`src/rtl/regfile_pkg.sv`:
```
// Shared register-file types and defaults for the decoder, ALU and register file.
// Latency: none (declarations only).
// Backpressure: not applicable.
package regfile_pkg;

  localparam int XLEN_DEF  = 32;
  localparam int NREGS_DEF = 32;
  localparam int AW_DEF    = $clog2(NREGS_DEF);

  typedef logic [AW_DEF-1:0]   reg_addr_t;
  typedef logic [XLEN_DEF-1:0] reg_data_t;

  // True for the architectural zero register.
  function automatic logic is_zero_reg(input reg_addr_t addr);
    return (addr == '0);
  endfunction

endpackage

```
`src/rtl/regfile_sb_v3_scoreboard.sv`:
```
// Busy scoreboard: one reservation bit per register, in-flight counter, orphan write-back flag.
// Latency: issue_ready is combinational; busy/count/orphan update on the next clock edge.
// Backpressure: issue_ready drops while the destination is busy, unless this cycle's write-back frees it.
// Ports: clk, reset_n; issue_valid/issue_rd in, issue_ready/issue_fire out;
//        wb_valid/wb_addr in; busy_vec, inflight_cnt, wb_orphan out.
module rf_scoreboard
  import regfile_pkg::*;
#(
  parameter int NREGS    = NREGS_DEF,
  parameter int ZERO_REG = 1,
  localparam int AW      = $clog2(NREGS),
  localparam int CW      = $clog2(NREGS + 1)
) (
  input  logic              clk,
  input  logic              reset_n,
  input  logic              issue_valid,
  input  logic [AW-1:0]     issue_rd,
  output logic              issue_ready,
  output logic              issue_fire,
  input  logic              wb_valid,
  input  logic [AW-1:0]     wb_addr,
  output logic [NREGS-1:0]  busy_vec,
  output logic [CW-1:0]     inflight_cnt,
  output logic              wb_orphan
);

  logic [NREGS-1:0] busy_q, busy_d;
  logic [CW-1:0]    cnt_q, cnt_d;
  logic             orphan_q, orphan_d;

  logic issue_zero, wb_zero, set_en, clr_en, inc, dec;

  assign issue_zero = (ZERO_REG != 0) && (issue_rd == '0);
  assign wb_zero    = (ZERO_REG != 0) && (wb_addr == '0);

  // A same-cycle write-back to the requested register frees it in time.
  assign issue_ready = issue_zero || !busy_q[issue_rd] || (wb_valid && (wb_addr == issue_rd));
  assign issue_fire  = issue_valid && issue_ready;

  assign set_en = issue_fire && !issue_zero;
  assign clr_en = wb_valid && !wb_zero;

  // Count deltas track actual bit transitions so the counter always equals popcount.
  // When set and clear hit the same register the set wins and the bit stays 1.
  assign inc = set_en && !busy_q[issue_rd];
  assign dec = clr_en && busy_q[wb_addr] && !(set_en && (issue_rd == wb_addr));

  always_comb begin
    busy_d = busy_q;
    if (clr_en) busy_d[wb_addr]  = 1'b0;
    if (set_en) busy_d[issue_rd] = 1'b1;
  end

  assign cnt_d    = cnt_q + {{(CW-1){1'b0}}, inc} - {{(CW-1){1'b0}}, dec};
  assign orphan_d = clr_en && !busy_q[wb_addr];

  always_ff @(posedge clk or negedge reset_n) begin
    if (!reset_n) begin
      busy_q   <= '0;
      cnt_q    <= '0;
      orphan_q <= 1'b0;
    end else begin
      busy_q   <= busy_d;
      cnt_q    <= cnt_d;
      orphan_q <= orphan_d;
    end
  end

  assign busy_vec     = busy_q;
  assign inflight_cnt = cnt_q;
  assign wb_orphan    = orphan_q;

endmodule

```
`src/rtl/regfile_sb_v3.sv`:
```
// Multi-port register file with write-back bypass and per-register busy scoreboard.
// Latency: reads are combinational (zero cycles); writes and reservations land on the next edge.
// Backpressure: issue_ready gates reservations; read ports flag hazards via rd_busy instead of stalling.
// Ports: clk, reset_n; rd_addr/rd_data/rd_busy (NRD packed ports); issue_valid/issue_rd/issue_ready;
//        wb_valid/wb_addr/wb_data; busy_vec, inflight_cnt, wb_orphan status.
module regfile_sb_v3
  import regfile_pkg::*;
#(
  parameter int XLEN     = XLEN_DEF,
  parameter int NREGS    = NREGS_DEF,
  parameter int NRD      = 2,
  parameter int BYPASS   = 1,
  parameter int ZERO_REG = 1,
  localparam int AW      = $clog2(NREGS),
  localparam int CW      = $clog2(NREGS + 1)
) (
  input  logic                clk,
  input  logic                reset_n,
  input  logic [NRD*AW-1:0]   rd_addr,
  output logic [NRD*XLEN-1:0] rd_data,
  output logic [NRD-1:0]      rd_busy,
  input  logic                issue_valid,
  input  logic [AW-1:0]       issue_rd,
  output logic                issue_ready,
  input  logic                wb_valid,
  input  logic [AW-1:0]       wb_addr,
  input  logic [XLEN-1:0]     wb_data,
  output logic [NREGS-1:0]    busy_vec,
  output logic [CW-1:0]       inflight_cnt,
  output logic                wb_orphan
);

  logic [XLEN-1:0] mem_q [NREGS];
  logic            issue_fire;
  logic            wb_zero;

  assign wb_zero = (ZERO_REG != 0) && (wb_addr == '0);

  rf_scoreboard #(
    .NREGS    (NREGS),
    .ZERO_REG (ZERO_REG)
  ) u_sb (
    .clk          (clk),
    .reset_n      (reset_n),
    .issue_valid  (issue_valid),
    .issue_rd     (issue_rd),
    .issue_ready  (issue_ready),
    .issue_fire   (issue_fire),
    .wb_valid     (wb_valid),
    .wb_addr      (wb_addr),
    .busy_vec     (busy_vec),
    .inflight_cnt (inflight_cnt),
    .wb_orphan    (wb_orphan)
  );

  always_ff @(posedge clk or negedge reset_n) begin
    if (!reset_n) begin
      for (int r = 0; r < NREGS; r++) mem_q[r] <= '0;
    end else if (wb_valid && !wb_zero) begin
      mem_q[wb_addr] <= wb_data;
    end
  end

  for (genvar g = 0; g < NRD; g++) begin : g_rd
    logic [AW-1:0] addr;
    logic          addr_zero, wb_hit, fwd, reissue;

    assign addr      = rd_addr[g*AW +: AW];
    assign addr_zero = (ZERO_REG != 0) && (addr == '0);
    assign wb_hit    = wb_valid && (wb_addr == addr);
    assign fwd       = (BYPASS != 0) && wb_hit && !wb_zero;
    // A new producer reserving the register in the same cycle keeps the hazard alive
    // even though the old value is being forwarded.
    assign reissue   = issue_fire && (issue_rd == addr);

    assign rd_data[g*XLEN +: XLEN] = addr_zero ? '0 : (fwd ? wb_data : mem_q[addr]);
    assign rd_busy[g] = !addr_zero && busy_vec[addr]
                        && !((BYPASS != 0) && wb_hit && !reissue);
  end

endmodule
```
`config.mk`:
```
export PLATFORM = sky130hd
export DESIGN_NAME = regfile_sb_v3
export DESIGN_NICKNAME = d
export VERILOG_FILES = /design/src/rtl/regfile_pkg.sv /design/src/rtl/regfile_sb_v3_scoreboard.sv /design/src/rtl/regfile_sb_v3.sv
export SDC_FILE = /design/constraint.sdc
export NUM_CORES = 2
export LEC_CHECK = 0
export ABC_AREA = 0
export CAP_MARGIN = 0
export CORE_ASPECT_RATIO = 0.7
export CORE_MARGIN = 3
export CORE_UTILIZATION = 45
export CTS_BUF_LIST = sky130_fd_sc_hd__clkbuf_8
export CTS_CLUSTER_DIAMETER = 120
export DETAILED_ROUTE_END_ITERATION = 6
export PLACE_DENSITY = 0.63
export SLEW_MARGIN = 20
export SYNTH_ARGS = -nofsm -noshare
export SYNTH_HDL_FRONTEND = slang
export SYNTH_SLANG_ARGS = --single-unit
```
`constraint.sdc`:
```
create_clock -name clk -period 3.49 [get_ports clk]
set_input_delay 0.8725 -clock clk [delete_from_list [all_inputs] [get_ports clk]]
set_output_delay 0.8725 -clock clk [all_outputs]
set_load 0.02 [all_outputs]
```
-- Word-level counts from Yosys, hierarchy flattened
Cells that the tools add are included.
Widths: inputs -> output; s select.
- bits in registers: 1063
- RAM bits: 0
- bits of input ports: 56
- bits in read-only memories: 0
- memories kept: 0
- bits in latches: 0
- order comparisons: 10
- add/sub/neg operators: 2
- shifts and indexed selects: 0
- equal/unequal tests: 6
- multipliers: 0
- reduce and logical (&&, ||, !) cells: 41
- muxes and demuxes: 27
- divide/modulo/power cells: 0
- bitwise logic cells: 6
- operators by type and width (kind ; number):
    $bwmux 1024 ; 1
    $mux 32 ; 11
    $bmux 32 s5 ; 2
    $demux 32 s5 ; 1
    $and 32x32->32 ; 1
    $not 32->32 ; 1
    $or 32x32->32 ; 1
    $eq 5x5->1 ; 6
    $logic_and 1x1->1 ; 24
    $lt 5x6->1 const B ; 4
    $bmux 1 s5 ; 4
    $logic_not 5->1 ; 4
    $ge 6x6->1 const B ; 3
    $not 5->6 ; 3
    $logic_not 1->1 ; 11
    $demux 1 s5 ; 2
    $ge 5x1->1 const B ; 2
    $add 6x1->6 ; 1
    $lt 6x1->1 const B ; 1
    $mux 1 ; 6
    $sub 6x1->6 ; 1
    $logic_or 1x1->1 ; 2

-- Logic depth before layout (Yosys ltp)
- depth after elaboration: 11
- gate-level depth with buffers: 17

-- By module
A second synthesis with hierarchy kept.
- cell total of the unflattened synthesis: 4308
- area total of the unflattened synthesis: 58800.1 sq um
- by module, submodules not included (module ; area each (sq um) ; times used ; cells an instance):
    regfile_sb_v3 ; 56140.1 ; 1 ; 4015
    rf_scoreboard ; 2660.1 ; 1 ; 293

-- Worst setup path after synthesis
No wires, ideal clock.
- path kind: input-to-reg
- from: input issue_rd[1]
- to: register u_sb.cnt_q[4], in the netlist u_sb.inflight_cnt[4]
- slack: -354 ps
- stages: 17
- arrival: 3764 ps
- required time: 3410 ps
- setup time: 80 ps
- path through: buf_2 -> buf_2 -> mux2i_1 -> o22ai_1 -> o211ai_1 -> nand4_1 -> nand3_1 -> buf_2 -> a41oi_1 -> ha_1 -> inv_1 -> ha_1 -> fa_1 -> a21oi_1 -> nor2_1 -> nor2_1 -> xnor2_1
- longest elaborated chain between the ends: 11
- elaborated cells on any way between the ends: 18
- those cells by class: 2 x add/sub; 2 x eq/ne; 2 x mux; 12 x reduce/logical
- ends and longest elaborated chain (what ; RTL line ; source):
    start, declared ; regfile_sb_v3.sv:23 ; input logic [AW-1:0] issue_rd,
    $bmux 1 s5 ; regfile_sb_v3_scoreboard.sv:37 ; assign issue_ready = issue_zero || !busy_q[issue_rd] || (wb_valid && (wb_addr == issue_rd));
    $mux 1 (not written as such) ; regfile_sb_v3_scoreboard.sv:37 ;
    $logic_not 1->1 ; regfile_sb_v3_scoreboard.sv:37 ;
    $logic_or 1x1->1 ; regfile_sb_v3_scoreboard.sv:37 ;
    $logic_or 1x1->1 (*) ; regfile_sb_v3_scoreboard.sv:37 ;
    named net issue_ready ; regfile_sb_v3.sv:24 ; output logic issue_ready,
    $logic_and 1x1->1 (*) ; regfile_sb_v3_scoreboard.sv:38 ; assign issue_fire = issue_valid && issue_ready;
    $logic_and 1x1->1 (*) ; regfile_sb_v3_scoreboard.sv:40 ; assign set_en = issue_fire && !issue_zero;
    branches (longest 3 deep; another with $add 6x1->6) ; n/a ;
    $sub 6x1->6 (*) ; regfile_sb_v3_scoreboard.sv:54 ; assign cnt_d = cnt_q + {{(CW-1){1'b0}}, inc} - {{(CW-1){1'b0}}, dec};
    named net u_sb.cnt_d[4] ; regfile_sb_v3_scoreboard.sv:28 ; logic [CW-1:0] cnt_q, cnt_d;
    end signal, assigned ; regfile_sb_v3_scoreboard.sv:64 ; cnt_q <= cnt_d;
    end, declared ; regfile_sb_v3_scoreboard.sv:28 ;
Mark *: on every way through the listed nets, which the timed path passes. The select of a mux whose other input is x is not followed.
A chain may end at the register's enable or synchronous reset.

-- Final worst setup path
- from: input rd_addr[0]
- to: output rd_data[8]
- longest elaborated chain between the ends: 6
- elaborated cells on any way between the ends: 10
- those cells by class: 1 x eq/ne; 5 x mux; 1 x bitwise; 3 x reduce/logical
- ends and longest elaborated chain (what ; RTL line ; source):
    start, declared ; regfile_sb_v3.sv:19 ; input logic [NRD*AW-1:0] rd_addr,
    $not 5->6 (not written as such) ; regfile_sb_v3.sv:76 ; assign rd_data[g*XLEN +: XLEN] = addr_zero ? '0 : (fwd ? wb_data : mem_q[addr]);
    $bmux 32 s5 ; regfile_sb_v3.sv:76 ;
    $mux 32 (not written as such) (2 in series) ; regfile_sb_v3.sv:76 ;
    $mux 32 ; regfile_sb_v3.sv:76 ;
    $mux 32 (*) ; regfile_sb_v3.sv:76 ;
    end, declared ; regfile_sb_v3.sv:20 ; output logic [NRD*XLEN-1:0] rd_data,
Every way passes the cells marked *; elsewhere a longest branch is shown, timed or not. The select of a mux whose other input is x is not followed.

==> impl_metrics.ini <==
[logic_synthesis]
yosys_warnings = 0
async_flop_share_pct = 100
yosysSeqAreaShare_pct = 46.0
syn_area_per_cell_um2 = 15.3
syn_inst = 3769
synth.cell_area_um2 = 57800
ys_ff_latch = 1063
synth_top_flop_cell = dfrtp_1
syn_nets = 3832
synth_edf_count = 0
ys_types = 51

[sta]
rsz0062_at_grt = yes
drv_slew = 0
finalHoldViolations = 0
relSlewSlack_pct = 39.7
post-route-period-util_pct = 110
finalSetupViolations = 65
finClkSkew_ns = 0.0419
period_minus_slack_ns = 3.85
worstMarginPinSlew_ns = 0.905
setup_ws_ns = -0.357
fmax_mhz = 260

[floorplanning]
die_y_um = 306
initial_core_util_pct = 45.6
rows = 109
coreArea_um2 = 127000
die_area_um2 = 133000
dieWidth_um = 434
ios = 162

[finish]
layout-area-overhead-vs-synth_pct = 26.1
final_cell_count_no_fill = 6085
mostFrequentLayoutCell = dfrtp_1
fill_cells = 9842
layout_common_cells = 1056 x dfrtp_1, 997 x mux2_2, 600 x mux4_2
ff_latch_area_um2 = 26600
multiInputGateArea_um2 = 31000
drive_gt1_share_pct = 64.1
fin_nets = 4351

[placed_design]
hpwl_mm = 123
pre_cts_ws_ns = -1.14
place.gp.congestion = 0.871
dp.cells = 5625
io_buffers = 161

[status]
status = complete, but fails checks
violations = setup timing

[job]
max_cap_viol_count = 0

[routing]
vias_per_cell = 6.39
dr.pass1.iters = 5
vias = 38909
drcViolationCount = 0
postRouteAntennaNets = 0
routed_wl_mm = 196
routedWlPerCell_um = 32.3
drt_iter0_markers = 3734

[clocking]
numCtsBuffers = 167
path_clk_slew_ns = 0.06
clkSinkCount = 1063
tritoncts = yes
root_buffer = clkbuf_8
insertion_delay_ns = 0.91
cts_buffer_depth = 3
htreeDepth = 4

[worst_hold_path]
hp-class = reg -> reg

[global_route]
grt_pass1_vias = 39744
grt_max_degree = 144
gr-total-overflow = 0
antenna_found_initial = 1
grt_usage_pct = 29.8
grt_pass1_wl_mm = 287

[pwr]
power.total_mw = 38.5
power_density_nw_per_um2 = 528
peakVddDrop_uv = 314
p_leak_nw = 31.6

[worst_setup_path]
cp.required_ns = 2.62
worstPathMaxFanout = 6
crit_type = in -> out
end_kind = primary output
cp.arrival_ns = 2.97
start_kind = input pin
-- kinds of logic after synthesis --
group           share of synthesized area [%]
flops                                    46.0
fa+ha+maj                               0.164
simple gates                             2.42
mux                                      45.5
compound gates                           2.05
buf+inv                                  3.43
xor+xnor                                0.455
-- Yosys cell counts (5+ instances only) --
cell      count  share of area [%]
nand3_1       6              0.052
buf_2       155                1.3
clkbuf_1    219                1.4
inv_1        23               0.15
nor3b_1       5              0.065
nand2_1      83               0.54
o221ai_1      5              0.076
nor2b_1       8              0.087
buf_1        60               0.39
o21ai_0       9              0.078
xor2_1       19               0.29
nand2b_1     35               0.38
a32o_1       30               0.52
mux2i_1     154                2.7
dfrtp_1    1063                 46
mux2_2      997                 19
mux4_2      600                 23
nor2_1       60               0.39
ha_1          6               0.13
nor3_1       70               0.61
xnor2_1      11               0.17
o211ai_1     25               0.32
buf_6         6               0.12
o22ai_1      70               0.76
-- sequential cells by signal (all words and copies together), names as in the netlist --
name and cells:
u_sb.wb_orphan 1, u_sb.inflight_cnt 6, u_sb.busy_vec 32, mem_q 1024
-- report_power, final --
part	total (mW)	switching, mW	internal (mW)
clock	11.3	5.33	5.99
combinational	10.7	4.33	6.35
sequential	16.5	1.76	14.7
-- final cells by class --
type | instances | area share [%]
clock buffers | 219 | 4.13
diodes | 1 | 0.00343
flip-flops and latches | 1063 | 36.5
inverters | 23 | 0.118
multi-input cells | 2242 | 42.5
repair buffers | 791 | 13.2
well taps | 1665 | 2.86
clock inverters | 81 | 0.712
-- final timing paths --
check	start	end	slack (ns)	depth (start not counted)
max in group asynchronous	reset_n	mem_q[837]	1.79	3
worst max-delay path	rd_addr[0]	rd_data[8]	-0.36	9
worst min-delay path	mem_q[1017]	mem_q[1017]	0.39	0
min in group asynchronous	reset_n	u_sb.wb_orphan	0.48	2
worst min register to register	mem_q[1017]	mem_q[1017]	0.39	0
worst max register to register	u_sb.busy_vec[22]	u_sb.inflight_cnt[4]	0.02	16
-- per-stage QoR --
| step | hold slack, ns | instance area, um2 | util [%] | TNS, ns |
|---|---|---|---|---|
| floorplan | 0.441 | 58100 | - | -0.336 |
| global placement | 0.379 | 65500 | 51.7 | -71.49 |
| detailed placement | 0.383 | 65500 | 51.7 | -73.67 |
| CTS | 0.397 | 72100 | 56.8 | -13.86 |
| global route | 0.401 | 72900 | 57.5 | -16.02 |
| finish | 0.392 | 72900 | 57.5 | -12.32 |
-- critical path: stages --
cell	delay (ns)
buf_16	0.13
buf_16	0.14
buf_12	0.15
buf_8	0.13
mux4_2	0.51
mux4_2	0.53
mux2i_1	0.20
o21ai_2	0.13
buf_6	0.15
-- timing repair --
action / CTS / global route
hold buffers: 1 / 0
setup endpoints to repair: 68 / 67
pin swaps: 91 / 73
buffers inserted: 115 / 54
hold endpoints to repair: 13 / 0
gates cloned: 19 / 8
resized for setup: 643 / 135
-- metal layers --
metal  vias to the layer above  wire length [um]  track usage, %
met5                         -                 0               0
met4                         0              7120            10.7
met3                       377             15200            5.96
met2                      1617             89300            44.7
met1                     21165             84800            43.3
li1                      15750                 -               -
Note: power is estimated with default switching activity, not from simulation.
